## config.mk

```make
export PLATFORM = sky130hd
export DESIGN_NAME = wptr_full_sync
export DESIGN_NICKNAME = d
export VERILOG_FILES = /design/src/rtl/wptr_full_sync.sv
export SDC_FILE = /design/constraint.sdc
export NUM_CORES = 1
export LEC_CHECK = 0
export ABC_AREA = 1
export BUFFER_PORTS_ARGS = -buffer_cell sky130_fd_sc_hd__buf_2
export CORE_UTILIZATION = 40
export CTS_BUF_LIST = sky130_fd_sc_hd__clkbuf_8 sky130_fd_sc_hd__clkbuf_16
export CTS_CLUSTER_DIAMETER = 60
export DETAILED_ROUTE_END_ITERATION = 7
export PLACE_DENSITY_LB_ADDON = 0.05
export SLEW_MARGIN = 20
export SYNTH_ARGS = -nofsm -noshare
export SYNTH_HDL_FRONTEND = slang
export SYNTH_SLANG_ARGS = --single-unit
```

## constraint.sdc

```tcl
create_clock -name wclk -period 2.1 [get_ports wclk]
set_input_delay 0.42 -clock wclk [delete_from_list [all_inputs] [get_ports wclk]]
set_output_delay 0.42 -clock wclk [all_outputs]
set_load 0.1 [all_outputs]
```

## src/rtl/wptr_full_sync.sv

```systemverilog
// Write-side half of an asynchronous FIFO.
// Synchronises the Gray-coded read pointer into wclk and keeps the binary and
// Gray write pointers. From these it derives the registered full, almost-full
// and fill-level flags, plus a sticky pointer-integrity error.
//
// Ports:
//   wclk         in   write clock, rising edge
//   wrst_n       in   asynchronous active-low reset
//   winc         in   write request (ignored while wfull=1)
//   rptr         in   Gray read pointer from the read domain (ADDRSIZE+1)
//   waddr        out  binary write address to the memory (ADDRSIZE)
//   wptr         out  registered Gray write pointer to the read domain
//   wq_rptr      out  rptr after SYNC_STAGES synchroniser flops
//   wfull        out  FIFO full, registered
//   walmost_full out  fill level >= AFULL_THRESH, registered
//   wlevel       out  fill level 0..2^ADDRSIZE seen by the write side
//   wptr_err     out  sticky synchronised-pointer integrity error
module wptr_full_sync #(
  parameter int ADDRSIZE     = 4,
  parameter int SYNC_STAGES  = 2,
  parameter int AFULL_THRESH = (1 << ADDRSIZE) - 2
) (
  input  logic                wclk,
  input  logic                wrst_n,
  input  logic                winc,
  input  logic [ADDRSIZE:0]   rptr,
  output logic [ADDRSIZE-1:0] waddr,
  output logic [ADDRSIZE:0]   wptr,
  output logic [ADDRSIZE:0]   wq_rptr,
  output logic                wfull,
  output logic                walmost_full,
  output logic [ADDRSIZE:0]   wlevel,
  output logic                wptr_err
);

  localparam logic [ADDRSIZE:0] AFULL_C = (ADDRSIZE+1)'(AFULL_THRESH);
  localparam logic [ADDRSIZE:0] DEPTH_C = {1'b1, {ADDRSIZE{1'b0}}};

  // Binary to Gray.
  function automatic logic [ADDRSIZE:0] bin2gray(input logic [ADDRSIZE:0] b);
    return (b >> 1) ^ b;
  endfunction

  // Gray to binary: XOR prefix from the MSB downwards.
  function automatic logic [ADDRSIZE:0] gray2bin(input logic [ADDRSIZE:0] g);
    logic [ADDRSIZE:0] b;
    b[ADDRSIZE] = g[ADDRSIZE];
    for (int i = ADDRSIZE - 1; i >= 0; i--) begin
      b[i] = b[i+1] ^ g[i];
    end
    return b;
  endfunction

  // True when more than one bit is set (a legal Gray step flips at most one).
  function automatic logic multi_bit(input logic [ADDRSIZE:0] d);
    return (d & (d - (ADDRSIZE+1)'(1))) != {(ADDRSIZE+1){1'b0}};
  endfunction

  logic [ADDRSIZE:0] sync_r [SYNC_STAGES];
  logic [ADDRSIZE:0] wq_prev_r;
  logic [ADDRSIZE:0] wbin_r;
  logic [ADDRSIZE:0] wptr_r;
  logic [ADDRSIZE:0] wlevel_r;
  logic              wfull_r;
  logic              walmost_full_r;
  logic              wptr_err_r;

  logic              winc_ok_s;
  logic [ADDRSIZE:0] wq_rptr_s;
  logic [ADDRSIZE:0] wbinnext_s;
  logic [ADDRSIZE:0] wgraynext_s;
  logic [ADDRSIZE:0] rbin_s;
  logic [ADDRSIZE:0] level_s;
  logic              full_next_s;
  logic              afull_next_s;
  logic              err_next_s;

  assign wq_rptr_s = sync_r[SYNC_STAGES-1];

  // Synchroniser chain for the read pointer: plain flops, no logic between.
  always_ff @(posedge wclk or negedge wrst_n) begin
    if (!wrst_n) begin
      for (int i = 0; i < SYNC_STAGES; i++) begin
        sync_r[i] <= {(ADDRSIZE+1){1'b0}};
      end
    end else begin
      sync_r[0] <= rptr;
      for (int i = 1; i < SYNC_STAGES; i++) begin
        sync_r[i] <= sync_r[i-1];
      end
    end
  end

  // Next-state pointer arithmetic and flag computation.
  always_comb begin
    winc_ok_s    = winc & ~wfull_r;
    wbinnext_s   = wbin_r + {{ADDRSIZE{1'b0}}, winc_ok_s};
    wgraynext_s  = bin2gray(wbinnext_s);
    rbin_s       = gray2bin(wq_rptr_s);
    // Modulo 2^(ADDRSIZE+1) subtraction keeps the level right across wraps.
    level_s      = wbinnext_s - rbin_s;
    // Full: pointers equal except the two MSBs inverted (one lap ahead).
    full_next_s  = (wgraynext_s == {~wq_rptr_s[ADDRSIZE:ADDRSIZE-1],
                                    wq_rptr_s[ADDRSIZE-2:0]});
    afull_next_s = (level_s >= AFULL_C);
    err_next_s   = wptr_err_r
                 | multi_bit(wq_rptr_s ^ wq_prev_r)
                 | (level_s > DEPTH_C);
  end

  // Pointer, flag and error registers; all flags follow the same edge.
  always_ff @(posedge wclk or negedge wrst_n) begin
    if (!wrst_n) begin
      wq_prev_r      <= {(ADDRSIZE+1){1'b0}};
      wbin_r         <= {(ADDRSIZE+1){1'b0}};
      wptr_r         <= {(ADDRSIZE+1){1'b0}};
      wlevel_r       <= {(ADDRSIZE+1){1'b0}};
      wfull_r        <= 1'b0;
      walmost_full_r <= 1'b0;
      wptr_err_r     <= 1'b0;
    end else begin
      wq_prev_r      <= wq_rptr_s;
      wbin_r         <= wbinnext_s;
      wptr_r         <= wgraynext_s;
      wlevel_r       <= level_s;
      wfull_r        <= full_next_s;
      walmost_full_r <= afull_next_s;
      wptr_err_r     <= err_next_s;
    end
  end

  assign waddr        = wbin_r[ADDRSIZE-1:0];
  assign wptr         = wptr_r;
  assign wq_rptr      = wq_rptr_s;
  assign wfull        = wfull_r;
  assign walmost_full = walmost_full_r;
  assign wlevel       = wlevel_r;
  assign wptr_err     = wptr_err_r;

endmodule
```

==> summary.md, run 1 <==
| Metric | Value |
|---|---|
| Min Hold Slack | `roughly 160 ps` |
| Initial antenna violation count | `0` |
| Syn Area/Cell | `roughly 11 µm²` |
| DRC | `0` |
| Die X | `62.5 µm` |
| Slew headroom | `a little under three fifths` |
| Slowest stage delay, CP | `approximately 440 ps` |
| Critical path cell sequence | `inv_2, nand2_2, nand3_4, nand2_4, xor2_4, xor2_1, inv_1, ha_2, inv_2, fa_2, xor2_2, buf_4, nand3_1, nand3_1` |
| Crit start category | `flop` |
| Htree depth | `2` |
| P&R area growth vs syn | `40.0%` |
| Worst skew pair latency | `~280 ps` |
| Clock Path Buffers | `2` |
| Starting Density | `between 40% and 50%` |
| Inserted Diodes | `0` |
| Detailed placer's ending HPWL | `2050 µm` |
| Vias post-DR | `roughly 1100` |
| Final Cycle Share | `110%` |
| Clk_skew | `approximately 2.4 ps` |
| Fmax | `434 MHz` |
| CTS tree | `done` |
| Crit path buffers/inverters | `4` |
| Final Core Density | `approximately three fifths` |
| Root Buffer Master | `clkbuf_8` |
| CTS clock-pin slew for the worst setup and hold paths | `roughly 60 ps` |
| Synth top area share | `between 50% and 60%` |
| Critical path type | `flop to flop` |
| Overflow after GRT | `0` |
| Delay-heaviest family, CP | `adder cells` |
| RSZ-0062 raised after global routing | `yes` |
| Die ar. | `between 0.003 and 0.004 mm²` |
| Max-capacitance violation count | `0` |
| Drt wl/cell | `11.4 µm` |
| Synth top area cells | `dfrtp_1 (55%), nand2_1 (6.9%), xor2_1 (6.6%), ha_1 (5.1%), nand3_1 (3.8%)` |
| Req. time, crit path | `2270 ps` |
| Crit path max fanout | `5` |
| Layout cell share with drive strength beyond 1 | `51.8%` |
| Core Area | `0.00342 mm²` |
| Global-route wire length before repair | `5020 µm` |
| Die Span Y | `about 63 µm` |
| Rows | `21` |
| Setup WS post-layout | `-206 ps` |
| Largest net degree at the start of global routing | `33` |
| Layout Cells excl Fill | `245` |
| Number of top-level pins | `30` |
| Max stage delay cell, worst path | `dfrtp_2` |
| Final antenna-violating net count | `0` |
| I/O Buffers | `29` |
| Worst EP arrival | `about 2500 ps` |
| Net count reported at finish | `roughly 210` |
| Register area share after synthesis | `a little over half` |
| Place WS | `-248 ps` |
| Slew at the pin with the worst max-slew slack | `~670 ps` |
| Min-Delay Path Class | `input pin to async pin` |
| Post-Syn Instances | `approximately 140` |
| Final WL | `between 2000 and 3000 µm` |
| Final Critical Period | `2310 ps` |
| Post-Syn Nets | `between 150 and 200` |
| Post-synthesis register bit count | `32` |
| CP Capture Type | `flop` |
| Drt pass-1 iters | `4` |
| Post-synth top area cell | `dfrtp_1` |
| Synth warn | `0` |
| Inserted Clock Buffers | `5` |
| All-Layer GR Usage | `about 17%` |
| Dpl cells | `~230` |
| Status | `finished, violations left` |
| Number of global-route vias before repair | `about 1100` |
| Failing checks | `setup timing` |
| Worst R2R Setup Slack | `-210 ps` |
| Max Slew Vio Count | `0` |
| Sinks on the clock net | `32` |
| DRT iter0 DRCs | `14` |
| Setup violators final | `3` |
| Post-CTS Hold Fix Bufs | `0` |
| Final hold viol count | `0` |
| Synth cell types | `25` |
| Gp weighted congestion | `between 0.7 and 0.8` |
| Synthesized area | `roughly 0.0015 mm²` |
| Vias/cell | `4.45` |
## final timing paths
check / startpoint / endpoint / depth (start not counted)
max: wq_rptr[3]$_DFF_PN0_ / walmost_full$_DFF_PN0_ / 14
max reg2reg: wq_rptr[3]$_DFF_PN0_ / walmost_full$_DFF_PN0_ / 14
min in group wclk: rptr[1] / sync_r[6]$_DFF_PN0_ / 1
min reg2reg: sync_r[7]$_DFF_PN0_ / wq_rptr[2]$_DFF_PN0_ / 0
max in group asynchronous: wrst_n / wbin_r[0]$_DFF_PN0_ / 1
min: wrst_n / wfull$_DFF_PN0_ / 1
## cells by family after synthesis
family	Yosys count	synth area share, %
adders and majority gates	7	6.49
AOI/OAI and AO/OA	6	2.39
DFF	32	54.7
and+or+nand+nor	55	18.6
xor gates and xnor gates	17	11.2
buffers and inverters	21	6.66
## state kept, by name, summed over array words and instances (netlist names)
signal / count
wq_rptr: 5
wq_prev_r: 5
wbin_r: 5
wfull: 1
wptr: 4
walmost_full: 1
wlevel: 5
sync_r: 5
wptr_err: 1
## synth_stat cells
cell       n
inv_1     13
o22ai_1    1
inv_2      3
and3_1     1
nand2b_1   1
nor2_1     2
nor3_1     1
nand3_1   11
o21ai_0    1
xnor2_1    4
nand2_1   27
a21oi_1    3
xor2_2     1
ha_1       6
nand2_2    6
fa_1       1
xnor2_2    1
buf_4      5
nand3_2    3
nand4_1    1
dfrtp_1   32
xor2_1    11
nor2_2     1
a21oi_2    1
nand2_4    1
## layout by cell type, fill, tap and decap left out, types with 2 or more instances in the layout
master / count
nand2_1: 25
ha_2: 2
dfrtp_4: 2
clkinv_2: 2
inv_1: 11
a21oi_1: 2
ha_1: 2
clkbuf_8: 6
inv_2: 5
nand3_1: 10
xnor2_1: 4
nand3_4: 2
nand3_2: 2
buf_4: 29
xor2_2: 2
dfrtp_1: 26
ha_4: 2
xor2_1: 9
nand2_4: 2
dfrtp_2: 4
nor2_1: 2
buf_2: 29
a21oi_2: 2
nand2_2: 7
## metrics by stage
stage / TNS [ps] / cell area, µm²
3_3_place_gp: -435 / 1840
5_1_grt: -1220 / 2050
6_report: -540 / 2050
2_1_floorplan: -356 / 1540
4_1_cts: -466 / 2010
3_5_place_dp: -619 / 1840
## cell type report
| cell class | instances | area [µm²] |
|---|---|---|
| Fill cell | 300 | 1370 |
| Sequential cell | 32 | 813 |
| Multi-Input combinational cell | 85 | 664 |
| Timing Repair Buffer | 58 | 363 |
| Clock buffer | 6 | 82.6 |
| Inverter | 16 | 60.1 |
| Tap cell | 46 | 57.6 |
| Clock inverter | 2 | 10.0 |
## per-layer routing
layer	track usage (%)	vias up	wire [µm]
met5	0	-	0
met4	8.43	0	59
met3	6.57	7	147
met2	28.3	28	1420
met1	19.6	507	1160
li1	-	549	-
## what timing repair did
item                       in CTS  in global routing
setup endpoints to repair       4                  6
pin swaps                       6                  6
gates resized for setup         2                  6
cloned                          0                  0
setup buffers                   9                  2
Power of run 1 is not shown: default switching activity piles up to over one toggle a cycle in this logic, so the estimate is an artifact.
==> run 2: changes to the inputs <==
--- a/config.mk
+++ b/config.mk
@@ -12,6 +12,8 @@
 export CTS_CLUSTER_DIAMETER = 60
 export DETAILED_ROUTE_END_ITERATION = 7
 export PLACE_DENSITY_LB_ADDON = 0.05
+export RECOVER_POWER = 25
+export SETUP_SLACK_MARGIN = 0.02
 export SLEW_MARGIN = 20
 export SYNTH_ARGS = -nofsm -noshare
 export SYNTH_HDL_FRONTEND = slang
==> summary.md, run 2 (same netlist as run 1, synthesis figures left out) <==
| Metric | Value |
|---|---|
| Root Buffer Master | `clkbuf_8 (unchanged)` |
| Slew at the pin with the worst max-slew slack | `1590 ps (was 665 ps)` |
| Htree depth | `2 (unchanged)` |
| Failing checks | `capacitance limit, slew limit, setup timing (was setup timing)` |
| Starting Density | `42.9% (unchanged)` |
| Largest net degree at the start of global routing | `33 (unchanged)` |
| Req. time, crit path | `2270 ps (about the same)` |
| Final Critical Period | `2310 ps (about the same)` |
| Worst skew pair latency | `280 ps (about the same)` |
| Rows | `21 (unchanged)` |
| Number of top-level pins | `30 (unchanged)` |
| Worst setup startpoint | `wq_rptr[3]$_DFF_PN0_ (unchanged)` |
| Net count reported at finish | `213 (unchanged)` |
| Clock Path Buffers | `2 (unchanged)` |
| Most common cell after layout, fill and taps aside | `buf_2` |
| Min Hold Slack | `237 ps (was 164 ps)` |
| DRT iter0 DRCs | `14 (unchanged)` |
| Critical path cell sequence | `inv_2, nand2_2, nand3_4, nand2_4, xor2_4, xor2_1, inv_1, ha_2, inv_2, fa_2, xor2_2, buf_4, nand3_1, nand3_1 (unchanged)` |
| Sinks on the clock net | `32 (unchanged)` |
| Crit path max fanout | `5 (unchanged)` |
| Inserted Clock Buffers | `5 (unchanged)` |
| Hold path start | `rptr[1]` |
| Die ar. | `0.00391 mm² (unchanged)` |
| All-Layer GR Usage | `17.2% (unchanged)` |
| Post-CTS Hold Fix Bufs | `0 (unchanged)` |
| Max Slew Vio Count | `33 (was 0)` |
| Final Cycle Share | `110% (about the same)` |
| Die X | `62.5 µm (unchanged)` |
| Max stage delay cell, worst path | `dfrtp_2 (unchanged)` |
| CP Capture Type | `flop (unchanged)` |
| Status | `finished, violations left (unchanged)` |
| Gp weighted congestion | `0.753 (unchanged)` |
| Slew headroom | `-5.92% (was 55.6%)` |
| P&R area growth vs syn | `39.4% (was 40.0%)` |
| Final antenna-violating net count | `0 (unchanged)` |
| Commonest cells after routing, fill and taps aside | `buf_2 (28), buf_4 (27), dfrtp_1 (26), nand2_1 (25), inv_1 (11) (was buf_2 (29), buf_4 (29), dfrtp_1 (26), nand2_1 (25), inv_1 (11))` |
| Clk_skew | `2.38 ps (unchanged)` |
| Drt pass-1 iters | `4 (unchanged)` |
| Layout cell share with drive strength beyond 1 | `50.3% (was 51.8%)` |
| Initial antenna violation count | `0 (unchanged)` |
| Min-Delay Path Class | `input pin to flop (was input pin to async pin)` |
| Vias post-DR | `1093 (was 1091)` |
| CTS tree | `done (unchanged)` |
| Worst EP arrival | `2480 ps (about the same)` |
| Crit start category | `flop (unchanged)` |
| Global-route wire length before repair | `5020 µm (unchanged)` |
| Detailed placer's ending HPWL | `2050 µm (unchanged)` |
| Fmax | `434 MHz (about the same)` |
| Core Area | `0.00342 mm² (unchanged)` |
| Inserted Diodes | `0 (unchanged)` |
| Overflow after GRT | `0 (unchanged)` |
| Critical path type | `flop to flop (unchanged)` |
| Die Span Y | `62.5 µm (unchanged)` |
| RSZ-0062 raised after global routing | `yes (unchanged)` |
| CTS clock-pin slew for the worst setup and hold paths | `60 ps (about the same)` |
| Final hold viol count | `0 (unchanged)` |
| Drt wl/cell | `11.4 µm (about the same)` |
| Final WL | `2790 µm (about the same)` |
| Setup WS post-layout | `-206 ps (about the same)` |
| DRC | `0 (unchanged)` |
| Setup violators final | `3 (unchanged)` |
| Critical R2R Launch | `wq_rptr[3]$_DFF_PN0_ (unchanged)` |
| I/O Buffers | `29 (unchanged)` |
| Final Core Density | `59.8% (was 60.0%)` |
| Number of global-route vias before repair | `1135 (unchanged)` |
| Vias/cell | `4.46 (was 4.45)` |
| Slowest stage delay, CP | `440 ps (about the same)` |
| Max-capacitance violation count | `1 (was 0)` |
| Fillcell total | `301 (was 300)` |
run 2: path summary, 6_finish.rpt:
kind | to | slack, ps | cells past startpoint
worst max-delay path | walmost_full$_DFF_PN0_ | -210 | 14
worst min-delay path | sync_r[6]$_DFF_PN0_ | 240 | 1
worst max register to register | walmost_full$_DFF_PN0_ | -210 | 14
worst min register to register | wq_rptr[2]$_DFF_PN0_ | 350 | 0
max in group asynchronous | wbin_r[0]$_DFF_PN0_ | 450 | 1
min in group asynchronous | wbin_r[1]$_DFF_PN0_ | 530 | 1
run 2: stage by stage:
step	cells	worst slack, ps	TNS, ps	cell area [µm²]
6_report	245	-206	-540	2040
5_1_grt	245	-382	-1350	2040
4_1_cts	243	-185	-466	2010
3_5_place_dp	226	-248	-619	1840
3_3_place_gp	226	-180	-435	1840
2_1_floorplan	138	-178	-356	1540
run 2: layer usage:
metal	vias to the layer above	GRT usage [%]	part of all wire (%)
met1	508	19.6	42
met4	0	8.43	2.1
met2	28	28.3	51
met5	-	0	0
li1	550	-	-
met3	7	6.57	5.2
run 2: worst max-delay path: cells and delay by family, from the launching register on:
kind | cells | cell delay [ps]
adders and majority gates | 2 | 580
buffers and inverters | 4 | 330
xor gates and xnor gates | 3 | 480
and+or+nand+nor | 5 | 380
DFF | 1 | 440
run 2: area by class of cell:
type                            instances  area [µm²]  area share (%)
Clock inverter                          2        10.0           0.490
Inverter                               16        60.1            2.94
Multi-Input combinational cell         85         664            32.5
Timing Repair Buffer                   58         354            17.3
Sequential cell                        32         813            39.8
Clock buffer                            6        82.6            4.04
Tap cell                               46        57.6            2.82
run 2: what timing repair did:
item / 4_1_cts / 5_1_grt
buffers inserted: 9 / 2
setup endpoints to repair: 4 / 6
pin swaps: 6 / 6
resized for setup: 2 / 6
Power of run 2 is left out for the same reason.
